<file path="src/rtl/reg_access_ctrl.sv">
// ----------------------------------------------------------------------------
// reg_access_ctrl : register-file read / ALU / write-back sequencer, 8-bit CPU
// Rev 1.0
// ----------------------------------------------------------------------------
`default_nettype none

module reg_access_ctrl #(
  parameter int DW      = 8,
  parameter int AW      = 3,
  parameter int TIMEOUT = 15
) (
  input  logic          CLK,
  input  logic          RESET,
  input  logic [31:0]   INSTRUCTION,
  input  logic          INSTR_VALID,
  output logic          INSTR_READY,
  output logic [AW-1:0] OUT1ADDRESS,
  output logic [AW-1:0] OUT2ADDRESS,
  input  logic [DW-1:0] OUT1,
  input  logic [DW-1:0] OUT2,
  output logic [AW-1:0] INADDRESS,
  output logic [DW-1:0] IN,
  output logic          WRITE,
  output logic [2:0]    ALUOP,
  output logic [DW-1:0] OPERAND1,
  output logic [DW-1:0] OPERAND2,
  output logic          OP_VALID,
  input  logic [DW-1:0] ALURESULT,
  input  logic          RES_VALID,
  output logic          ILLEGAL,
  output logic          TIMED_OUT
);

  localparam int CW = $clog2(TIMEOUT + 1);

  localparam logic [1:0] IDLE = 2'd0;
  localparam logic [1:0] READ = 2'd1;
  localparam logic [1:0] EXEC = 2'd2;
  localparam logic [1:0] WB   = 2'd3;

  localparam logic [2:0] OP_MOV = 3'd1;
  localparam logic [2:0] OP_ADD = 3'd2;
  localparam logic [2:0] OP_SUB = 3'd3;
  localparam logic [2:0] OP_AND = 3'd4;
  localparam logic [2:0] OP_OR  = 3'd5;

  logic [1:0]    state;
  logic [2:0]    cur_op;
  logic [AW-1:0] dest;
  logic [CW-1:0] wait_cnt;
  logic [2:0]    alu_sel;
  logic [7:0]    opcode;

  // Only a subset of instruction bits is decoded; fold the rest away.
  logic unused_instr;
  assign unused_instr = ^INSTRUCTION;

  assign opcode      = INSTRUCTION[31:24];
  assign INSTR_READY = (state == IDLE) && !RESET;

  always_comb begin
    alu_sel = 3'b000;
    case (cur_op)
      OP_ADD, OP_SUB: alu_sel = 3'b001;
      OP_AND:         alu_sel = 3'b010;
      OP_OR:          alu_sel = 3'b011;
      default:        alu_sel = 3'b000;
    endcase
  end

  always_ff @(posedge CLK) begin
    if (RESET) begin
      state       <= IDLE;
      cur_op      <= '0;
      dest        <= '0;
      wait_cnt    <= '0;
      OUT1ADDRESS <= '0;
      OUT2ADDRESS <= '0;
      INADDRESS   <= '0;
      IN          <= '0;
      WRITE       <= 1'b0;
      ALUOP       <= '0;
      OPERAND1    <= '0;
      OPERAND2    <= '0;
      OP_VALID    <= 1'b0;
      ILLEGAL     <= 1'b0;
      TIMED_OUT   <= 1'b0;
    end else begin
      WRITE     <= 1'b0;
      ILLEGAL   <= 1'b0;
      TIMED_OUT <= 1'b0;
      case (state)
        IDLE: begin
          if (INSTR_VALID) begin
            if (opcode == 8'h00) begin
              // loadi needs no operands: write back straight from the immediate
              INADDRESS <= INSTRUCTION[16 +: AW];
              IN        <= INSTRUCTION[DW-1:0];
              WRITE     <= 1'b1;
              state     <= WB;
            end else if (opcode <= 8'h05) begin
              cur_op      <= INSTRUCTION[26:24];
              dest        <= INSTRUCTION[16 +: AW];
              OUT1ADDRESS <= INSTRUCTION[8 +: AW];
              OUT2ADDRESS <= INSTRUCTION[0 +: AW];
              state       <= READ;
            end else begin
              ILLEGAL <= 1'b1;
            end
          end
        end
        READ: begin
          OPERAND1 <= (cur_op == OP_MOV) ? '0 : OUT1;
          OPERAND2 <= (cur_op == OP_SUB) ? (~OUT2 + DW'(1)) : OUT2;
          ALUOP    <= alu_sel;
          OP_VALID <= 1'b1;
          wait_cnt <= '0;
          state    <= EXEC;
        end
        EXEC: begin
          if (RES_VALID) begin
            OP_VALID  <= 1'b0;
            INADDRESS <= dest;
            IN        <= ALURESULT;
            WRITE     <= 1'b1;
            state     <= WB;
          end else if (wait_cnt == CW'(TIMEOUT - 1)) begin
            OP_VALID  <= 1'b0;
            TIMED_OUT <= 1'b1;
            state     <= IDLE;
          end else begin
            wait_cnt <= wait_cnt + CW'(1);
          end
        end
        WB: begin
          state <= IDLE;
        end
        default: begin
          state <= IDLE;
        end
      endcase
    end
  end

endmodule

`default_nettype wire

</file>
<file path="config.mk">
export PLATFORM = sky130hd
export DESIGN_NAME = reg_access_ctrl
export DESIGN_NICKNAME = d
export VERILOG_FILES = /design/src/rtl/reg_access_ctrl.sv
export SDC_FILE = /design/constraint.sdc
export NUM_CORES = 1
export LEC_CHECK = 0
export ABC_AREA = 1
export CAP_MARGIN = 20
export CELL_PAD_IN_SITES_DETAIL_PLACEMENT = 1
export CELL_PAD_IN_SITES_GLOBAL_PLACEMENT = 1
export CORE_MARGIN = 8
export CORE_UTILIZATION = 30
export DETAILED_ROUTE_END_ITERATION = 8
export PLACE_DENSITY_LB_ADDON = 0.1
export SYNTH_ARGS = -nofsm -noshare
export SYNTH_HDL_FRONTEND = slang
export SYNTH_SLANG_ARGS = --single-unit
</file>
<file path="constraint.sdc">
create_clock -name CLK -period 1.7 [get_ports CLK]
set_clock_uncertainty 0.05 [all_clocks]
set_input_delay 0.34 -clock CLK [delete_from_list [all_inputs] [get_ports CLK]]
set_output_delay 0.34 -clock CLK [all_outputs]
set_load 0.03 [all_outputs]
</file>
-- Word level (Yosys, flattened, before mapping)
Cells that the tools add are included.
- logic and storage cells: 82
- output and inout port bits: 41
- input bits: 60
- register bits: 52
- bitwise gates (word level): 5
- add/sub/neg operators: 2
- muxes and demuxes: 29
- $lt $le $gt $ge: 1
- reduce and logical (&&, ||, !) cells: 14
- equality and inequality tests: 16
- operators by type and width (cell ; count):
    $mux W8 ; 5
    $pmux W8 S2 ; 1
    $mux W2 ; 5
    $mux W3 ; 3
    $add A8 B1 Y8 const B ; 1
    $le A8 B3 Y1 const B ; 1
    $logic_not A8 Y1 ; 1
    $mux W4 ; 2
    $ne A2 B2 Y1 const B ; 4
    $not A8 Y8 ; 1
    $pmux W2 S4 ; 1
    $pmux W4 S2 ; 1
    $reduce_and A4 Y1 ; 2
    $mux W1 ; 7
    $eq A3 B2 Y1 const B ; 2
    $eq A3 B3 Y1 const B ; 2
    $pmux W2 S3 ; 1
    $pmux W3 S2 ; 1
    $reduce_and A3 Y1 ; 2
    $add A4 B1 Y4 const B ; 1
    $eq A2 B2 Y1 const B ; 2
    $eq A4 B4 Y1 const B ; 1
    $not A1 Y1 ; 4
    $pmux W1 S2 ; 2
    other kinds (13) ; 14

-- Longest topological paths before layout
Gate-level depths: netlist of run 1.
- depth in word-level cells: 5
- gate-level depth with buffers: 10
- mapped depth without buffers: 10

-- Worst setup path after synthesis of run 1
OpenSTA, ideal clock, no wires.
- kind: flip-flop to flip-flop
- start point: reg state[0]
- end point: reg INADDRESS[0]
- arrival time: 1.375 ns
- data required time: 1.535 ns
- stages on the path, launching flop included: 11
- setup time: 0.115 ns
- buffers on the path: 2
- path slack: 0.160 ns
- path through: dfxtp_1 inv_1 ha_1 buf_6 clkinv_4 nor2_2 nor3_4 buf_6 nand4_1 nand2_1 nor2_1
- word-level cells in the longest chain between the ends: 3
- elaborated cells on any way between the ends: 8
- ends and longest elaborated chain (element ; line ; RTL):
    from (decl) ; 47 ; logic [1:0] state;
    from (signal assigned) ; 73 ; state <= IDLE;
    from (signal assigned) ; 100 ; state <= WB;
    from (signal assigned) ; 106 ; state <= READ;
    $eq A2 B2 Y1 or $logic_not A2 Y1 (tied branches) ; 92 ; case (state)
    $ne A2 B2 Y1 (no source line), or another cell as far along ; -- ;
    $reduce_and A4 Y1 (no source line) ; -- ;
    to (signal assigned) ; 97 ; INADDRESS <= INSTRUCTION[16 +: AW];
    to (signal assigned) ; 123 ; INADDRESS <= dest;
    to (decl) ; 21 ; output logic [AW-1:0] INADDRESS,
Parallel ways exist; a longest one is shown, timed or not.
A chain may end at the register's enable or synchronous reset.

-- Worst setup path after layout of run 1
- start point: reg state[1]
- end point: out INSTR_READY
- word-level cells in the longest chain between the ends: 2
- ends and longest elaborated chain (element ; line ; RTL):
    $logic_not A2 Y1 ; 59 ; assign INSTR_READY = (state == IDLE) && !RESET;
    $logic_and A1 B1 Y1 ; 59 ;
    to (decl) ; 16 ; output logic INSTR_READY,
No other way between the ends.

==> results of run 1 <==
stage by stage:
stage | cells | hold slack (ns) | utilization, % | cell area (sq um)
6_report | 566 | 0.420 | 45.4 | 3710
5_1_grt | 566 | 0.451 | 45.4 | 3710
4_1_cts | 566 | 0.423 | 45.0 | 3680
3_5_place_dp | 558 | 0.407 | 44.4 | 3630
3_3_place_gp | 558 | 0.398 | 44.4 | 3630
2_1_floorplan | 359 | 0.369 | - | 2510
layout make-up:
type	count	area, sq um
Clock inverter	3	26.3
Fill cell	1066	4470
Tap cell	105	131
Timing Repair Buffer	113	1060
Clock buffer	5	68.8
Inverter	37	146
Multi-Input combinational cell	252	1250
Sequential cell	51	1020
worst min path at each step:
stage	start	endpoint	slack (ns)	cells past startpoint
after floorplan	RES_VALID	TIMED_OUT$_SDFF_PP0_	0.37	1
after global placement	dest[0]$_SDFFE_PP0P_	dest[0]$_SDFFE_PP0P_	0.40	2
after detailed placement	OUT1ADDRESS[2]$_SDFFE_PP0P_	OUT1ADDRESS[2]$_SDFFE_PP0P_	0.41	2
after CTS	OUT1ADDRESS[2]$_SDFFE_PP0P_	OUT1ADDRESS[2]$_SDFFE_PP0P_	0.42	2
after global routing	dest[2]$_SDFFE_PP0P_	dest[2]$_SDFFE_PP0P_	0.45	2
final	OUT1ADDRESS[0]$_SDFFE_PP0P_	OUT1ADDRESS[0]$_SDFFE_PP0P_	0.42	2
routing by layer:
metal	vias up	wire (um)	track usage (%)
met4	0	83	3.87
met1	1223	3520	16.3
met3	7	533	4.31
met2	55	3860	24.1
met5	-	0	0
li1	1360	-	-
what timing repair did:
| action | CTS | global route |
|---|---|---|
| endpoints found under the setup margin | 42 | 20 |
| gates cloned | 0 | 0 |
| gates resized for setup | 40 | 9 |
cell families (layout without fill, tap and decap cells):
logic type                 Yosys count  in the layout  share of synthesized area, %
DFF                                 51             51                          40.7
and+or+nand+nor                    172            172                          29.4
adders and majority gates            9              9                          4.49
xor gates and xnor gates             3              3                          1.05
buffers and inverters               56            158                          10.5
AOI/OAI and AO/OA                   67             67                          13.8
other                                1              1                         0.149
power groups by stage:
stage	combinational, W	sequential, W	clock, W
2_1_floorplan	0.000707	0.00184	0
3_3_place_gp	0.00180	0.00150	0
3_5_place_dp	0.00182	0.00150	0
4_1_cts	0.00171	0.00147	0.000814
5_1_grt	0.00187	0.00150	0.000857
6_report	0.00169	0.00147	0.000775
state kept, by name, summed over array words and instances, names as in the netlist:
name,cells
ALUOP,2
ILLEGAL,1
IN,8
INADDRESS,3
OPERAND1,8
OPERAND2,8
OP_VALID,1
OUT1ADDRESS,3
OUT2ADDRESS,3
TIMED_OUT,1
WRITE,1
cur_op,3
dest,3
state,2
wait_cnt,4
critical path, stage by stage, from the launching register on:
cell     delay (ns)
dfxtp_2        0.39
inv_2          0.07
ha_4           0.18
inv_1          0.08
nor2_1         0.05
buf_4          0.17
cells in the mapped netlist:
cell | number | share of area [%]
conb_1 | 1 | 0.15
xor2_1 | 3 | 1.0
buf_2 | 5 | 1.0
a31oi_1 | 1 | 0.25
nand2_2 | 1 | 0.25
dfxtp_1 | 51 | 41
nor4_1 | 1 | 0.25
o211ai_1 | 2 | 0.60
clkinv_4 | 1 | 0.35
nand2_1 | 86 | 13
buf_4 | 5 | 1.5
clkinv_1 | 1 | 0.15
inv_2 | 7 | 1.0
nor2_2 | 3 | 0.75
inv_1 | 28 | 4.2
a21oi_1 | 45 | 9.0
nor3_1 | 3 | 0.60
o21ai_0 | 13 | 2.6
nand4_1 | 12 | 3.0
buf_6 | 3 | 1.3
nand3_1 | 26 | 5.2
nor2_1 | 39 | 5.8
a21oi_2 | 1 | 0.35
ha_1 | 9 | 4.5
clkbuf_1 | 6 | 0.90
o21ai_1 | 5 | 1.0
nor3_4 | 1 | 0.65
==> impl_metrics.csv, run 1 <==
group,metric,value,unit
clock_network,tritoncts,"built",
placed_design,gp_congestion,0.750,
final_layout,mostFrequentLayoutCells,"86 x nand2_1, 49 x dfxtp_1, 49 x clkdlybuf4s50_1",
final_layout,drive_gt1_share,11.5,%
clock_network,cts-root-buf,"clkbuf_8",
critical_path,r2r_slack,0.14,ns
clock_network,cts_sinks,51,
clock_network,htreeDepth,2,
pwr,p_int,0.00234,W
timing,period_minus_slack,1.63,ns
pwr,clock_power_share,19.7,%
pwr,seqPwrFrac,37.4,%
synthesis,syn_area,2510,sq um
timing,drv_slew,0,
floorplan,io_pins,101,
clock_network,clock_path_buffers,2,
route,drc_errors,0,
critical_path,rr_startpoint,"wait_cnt[0]$_SDFFE_PP0P_",
route,first_iter_violations,32,
critical_path,crit_start,"state[1]$_SDFFE_PP0P_",
final_layout,nNetsFinal,529,
pwr,power_switching,0.00160,W
placed_design,port_buffers,89,
pwr,p_per_area,1060,nW/um^2
timing,fin_crit_sh,96.2,%
route,antenna_left,0,
critical_path,timing.rr.end,"wait_cnt[2]$_SDFFE_PP0P_",
timing,grt_setup_unrepaired,"false",
clock_network,cts_inserted_buffers,5,
pwr,p_sw_share,40.6,%
floorplan,start_util,30.7,%
critical_path,startpoint_type,"flip-flop",
floorplan,core,8180,sq um
grt,grt_pass1_vias,2740,
grt,grt_start_max_net_pins,28,
critical_path,worstSetupPathType,"flip-flop to output pin",
critical_path,required,1.31,ns
critical_path,crit_path_max_fanout,6,
clock_network,clk_pin_slew,0.11,ns
floorplan,die_h,107,um
status,status,"finished clean",
route,vias,2645,
final_layout,final_common_cell,"nand2_1",
route,finalWirelength,7.99,mm
floorplan,die_w,107,um
grt,antenna_found_initial,0,
synthesis,ys_seq_area_share,40.7,%
min_path,holdCritPathClass,"flip-flop to flip-flop",
grt,track_usage,14.0,%
clock_network,postCtsHoldBufs,0,
pwr,leakage,1.76,nW
synthesis,avgSynthCellArea,6.99,sq um
synthesis,synthCells,359,
synthesis,yosysWarnings,0,
timing,setup_violations,0,
final_layout,n_antenna_cell,0,
final_layout,area_growth_syn_to_layout,47.8,%
route,vias_per_cell,4.67,
pwr,ir_drop,0.426,mV
run,drv_cap,0,
timing,finalWorstSetupSlack,0.0654,ns
synthesis,synth-seq-cells,51,
synthesis,ys_types,27,
route,wl_per_cell,14.1,um
timing,hold_viol,0,
clock_network,clk_latency,0.32,ns
clock_network,cts_setup_buffers,0,
critical_path,cp-endpoint,"INSTR_READY",
critical_path,arrival,1.24,ns
grt,grt_pass1_wl,13.2,mm
critical_path,cp-end-kind,"output pin",
placed_design,place_ws,-0.212,ns
timing,setup_tns,0,ns
critical_path,r2r_cells,9,
route,drt_pass1_iterations,3,
placed_design,dp_hpwl,6.12,mm
floorplan,dieArea,11500,sq um
pwr,pwr-share-comb,43.0,%
timing,fmax,612,MHz
pwr,power,0.00394,W
grt,overflow,0,
synthesis,postSynthNetCount,428,
floorplan,placementRows,33,
Power figures use the tool's default switching activity.
==> run 2: changes to the inputs <==
--- a/config.mk
+++ b/config.mk
@@ -6,12 +6,14 @@
 export NUM_CORES = 1
 export LEC_CHECK = 0
 export ABC_AREA = 1
+export ABC_CLOCK_PERIOD_IN_PS = 1700
 export CAP_MARGIN = 20
 export CELL_PAD_IN_SITES_DETAIL_PLACEMENT = 1
 export CELL_PAD_IN_SITES_GLOBAL_PLACEMENT = 1
 export CORE_MARGIN = 8
 export CORE_UTILIZATION = 30
 export DETAILED_ROUTE_END_ITERATION = 8
+export HOLD_SLACK_MARGIN = 0.12
 export PLACE_DENSITY_LB_ADDON = 0.1
 export SYNTH_ARGS = -nofsm -noshare
 export SYNTH_HDL_FRONTEND = slang
==> results of run 2 <==
The final DEF is identical to that of run 1; final timing and power are the same.
==> run 3: changes to the inputs <==
--- a/config.mk
+++ b/config.mk
@@ -6,8 +6,8 @@
 export NUM_CORES = 1
 export LEC_CHECK = 0
 export ABC_AREA = 1
-export ABC_CLOCK_PERIOD_IN_PS = 1700
-export CAP_MARGIN = 20
+export ABC_CLOCK_PERIOD_IN_PS = 1600
+export CAP_MARGIN = 10
 export CELL_PAD_IN_SITES_DETAIL_PLACEMENT = 1
 export CELL_PAD_IN_SITES_GLOBAL_PLACEMENT = 1
 export CORE_MARGIN = 8
==> constraint.sdc (replaced) <==
create_clock -name CLK -period 1.6 [get_ports CLK]
set_clock_uncertainty 0.05 [all_clocks]
set_input_delay 0.32 -clock CLK [delete_from_list [all_inputs] [get_ports CLK]]
set_output_delay 0.32 -clock CLK [all_outputs]
set_load 0.03 [all_outputs]
==> run 3 against run 2 <==
Core utilization increased by 1.4 points. Sequential share of layout area fell by 0.71 points. Design area increased by 3.1%. Non-clock buffer count rose by 12. Die area is the same. Sequential power is 7% higher.
==> impl_metrics.csv, run 3 (synthesis gave the netlist of run 1 again) <==
group,metric,value,unit
timing,period_minus_slack,1.56,ns
critical_path,timing.rr.end,"IN[2]$_SDFFE_PP0P_",
final_layout,num-fill-cells,1054,
final_layout,final_common_cell,"nand2_1",
min_path,holdCritPathClass,"flip-flop to flip-flop",
route,antenna_left,0,
timing,setup_violations,0,
critical_path,arrival,1.19,ns
route,vias_per_cell,4.67,
clock_network,htreeDepth,2,
clock_network,tritoncts,"built",
final_layout,top_regs,"IN x8, OPERAND1 x8, OPERAND2 x8",
clock_network,cts_sinks,51,
clock_network,clk_pin_slew,0.11,ns
final_layout,ff_latch_area,1030,sq um
grt,grt_start_max_net_pins,27,
timing,fmax,641,MHz
floorplan,die_h,107,um
status,status,"finished clean",
floorplan,placementRows,33,
pwr,ir_drop,0.492,mV
floorplan,core,8180,sq um
placed_design,gp_congestion,0.754,
timing,hold_viol,0,
pwr,leakage,1.81,nW
final_layout,drive_gt1_share,15.4,%
min_path,hold_end,"OUT1ADDRESS[0]$_SDFFE_PP0P_",
floorplan,dieArea,11500,sq um
grt,grt_pass1_vias,2748,
route,finalWirelength,8.17,mm
critical_path,cp.depth,5,
clock_network,clk_latency,0.32,ns
final_layout,final_cells,578,
placed_design,port_buffers,89,
clock_network,cts_inserted_buffers,5,
route,drc_errors,0,
run,drv_cap,0,
grt,antenna_found_initial,0,
critical_path,critPathTopFamily,"flip-flops",
route,drt_pass1_iterations,4,
clock_network,cts-root-buf,"clkbuf_8",
critical_path,cp-end-kind,"output pin",
critical_path,r2r_slack,0.07,ns
route,vias,2699,
critical_path,critPathMaxStageDelay,0.37,ns
critical_path,worst_path_max_delay_cell,"dfxtp_4",
route,wl_per_cell,14.1,um
final_layout,mostFrequentLayoutCells,"86 x nand2_1, 49 x clkdlybuf4s50_1, 47 x dfxtp_1",
floorplan,start_util,30.7,%
min_path,min_delay_path_depth,2,
route,first_iter_violations,50,
grt,grt_pass1_wl,13.3,mm
critical_path,rr_startpoint,"state[1]$_SDFFE_PP0P_",
critical_path,startpoint_type,"flip-flop",
final_layout,n_antenna_cell,0,
final_layout,nNetsFinal,541,
critical_path,r2r_cells,9,
min_path,min_from,"OUT1ADDRESS[0]$_SDFFE_PP0P_",
floorplan,io_pins,101,
critical_path,crit_path_max_fanout,4,
timing,fin_crit_sh,97.5,%
final_layout,multi_input_area,1270,sq um
critical_path,required,1.23,ns
grt,overflow,0,
clock_network,postCtsHoldBufs,0,
timing,setup_tns,0,ns
timing,drv_slew,0,
final_layout,area_growth_syn_to_layout,52.5,%
critical_path,worstSetupPathType,"flip-flop to output pin",
placed_design,dp_hpwl,6.17,mm
clock_network,clock_path_buffers,2,
pwr,p_per_area,1120,nW/um^2
critical_path,cp_cell_sequence,"inv_4, ha_4, inv_2, nor2_2, buf_6",
placed_design,placed_cells,564,
grt,track_usage,14.0,%
timing,grt_setup_unrepaired,"true",
floorplan,die_w,107,um
critical_path,cp_num_buf_inv,3,
## run 3: changes by cell type in the layout (fill, tap and decap cells not counted), sizes merged
cell      change
inv           -1
clkinvlp      +2
buf          +12
clkinv        -1
## run 3: metal layers
metal	global-route usage, %	share of wire [%]
met1	16.7	44
met5	0	0
met3	4.31	6.4
met4	3.87	0.98
met2	23.5	49
## run 3: report_power, final
group | total, W | internal (W) | switching [W]
clock | 0.000788 | 0.000314 | 0.000475
combinational | 0.00192 | 0.000774 | 0.00115
sequential | 0.00157 | 0.00147 | 0.0000958
total | 0.00428 | 0.00256 | 0.00172
## run 3: worst register-to-register path: cells and delay by family, from the launching register on
family                   cells  cell delay (ns)
flip-flops                   1             0.37
buffers and inverters        3             0.38
adder cells (fa/ha/maj)      1             0.18
AND/OR/NAND/NOR              5             0.47
## run 3: per-stage QoR
stage	util (%)	instance area [sq um]	power [W]	worst slack, ns	hold slack, ns
after floorplan	-	2510	0.00271	0.0599	0.349
after global placement	44.9	3670	0.00354	-0.222	0.400
after detailed placement	44.9	3670	0.00357	-0.274	0.405
after CTS	45.9	3760	0.00429	0.00296	0.419
after global routing	46.8	3820	0.00457	-0.0282	0.439
final	46.8	3820	0.00428	0.0407	0.419
## run 3: worst max path at each step
stage                                     start                         to  slack [ns]
after floorplan           state[0]$_SDFFE_PP0P_  INADDRESS[0]$_SDFFE_PP0P_        0.06
after detailed placement        INSTRUCTION[30]     cur_op[1]$_SDFFE_PP0P_       -0.27
final                     state[1]$_SDFFE_PP0P_                INSTR_READY        0.04
after CTS                                 RESET                INSTR_READY       0.003
after global routing      state[1]$_SDFFE_PP0P_      state[1]$_SDFFE_PP0P_       -0.03
after global placement          INSTRUCTION[30]         IN[3]$_SDFFE_PP0P_       -0.22
## run 3: layout make-up
class | count | share of cell area, %
Timing Repair Buffer | 125 | 30.1
Inverter | 37 | 3.89
Clock inverter | 3 | 0.622
Tap cell | 105 | 3.43
Clock buffer | 5 | 1.80
Multi-Input combinational cell | 252 | 33.3
Sequential cell | 51 | 26.9
## run 3: repair_timing
action	in CTS	in global routing
pin swaps	0	3
resized for setup	46	14
endpoints found under the setup margin	57	17
buffers inserted	3	3
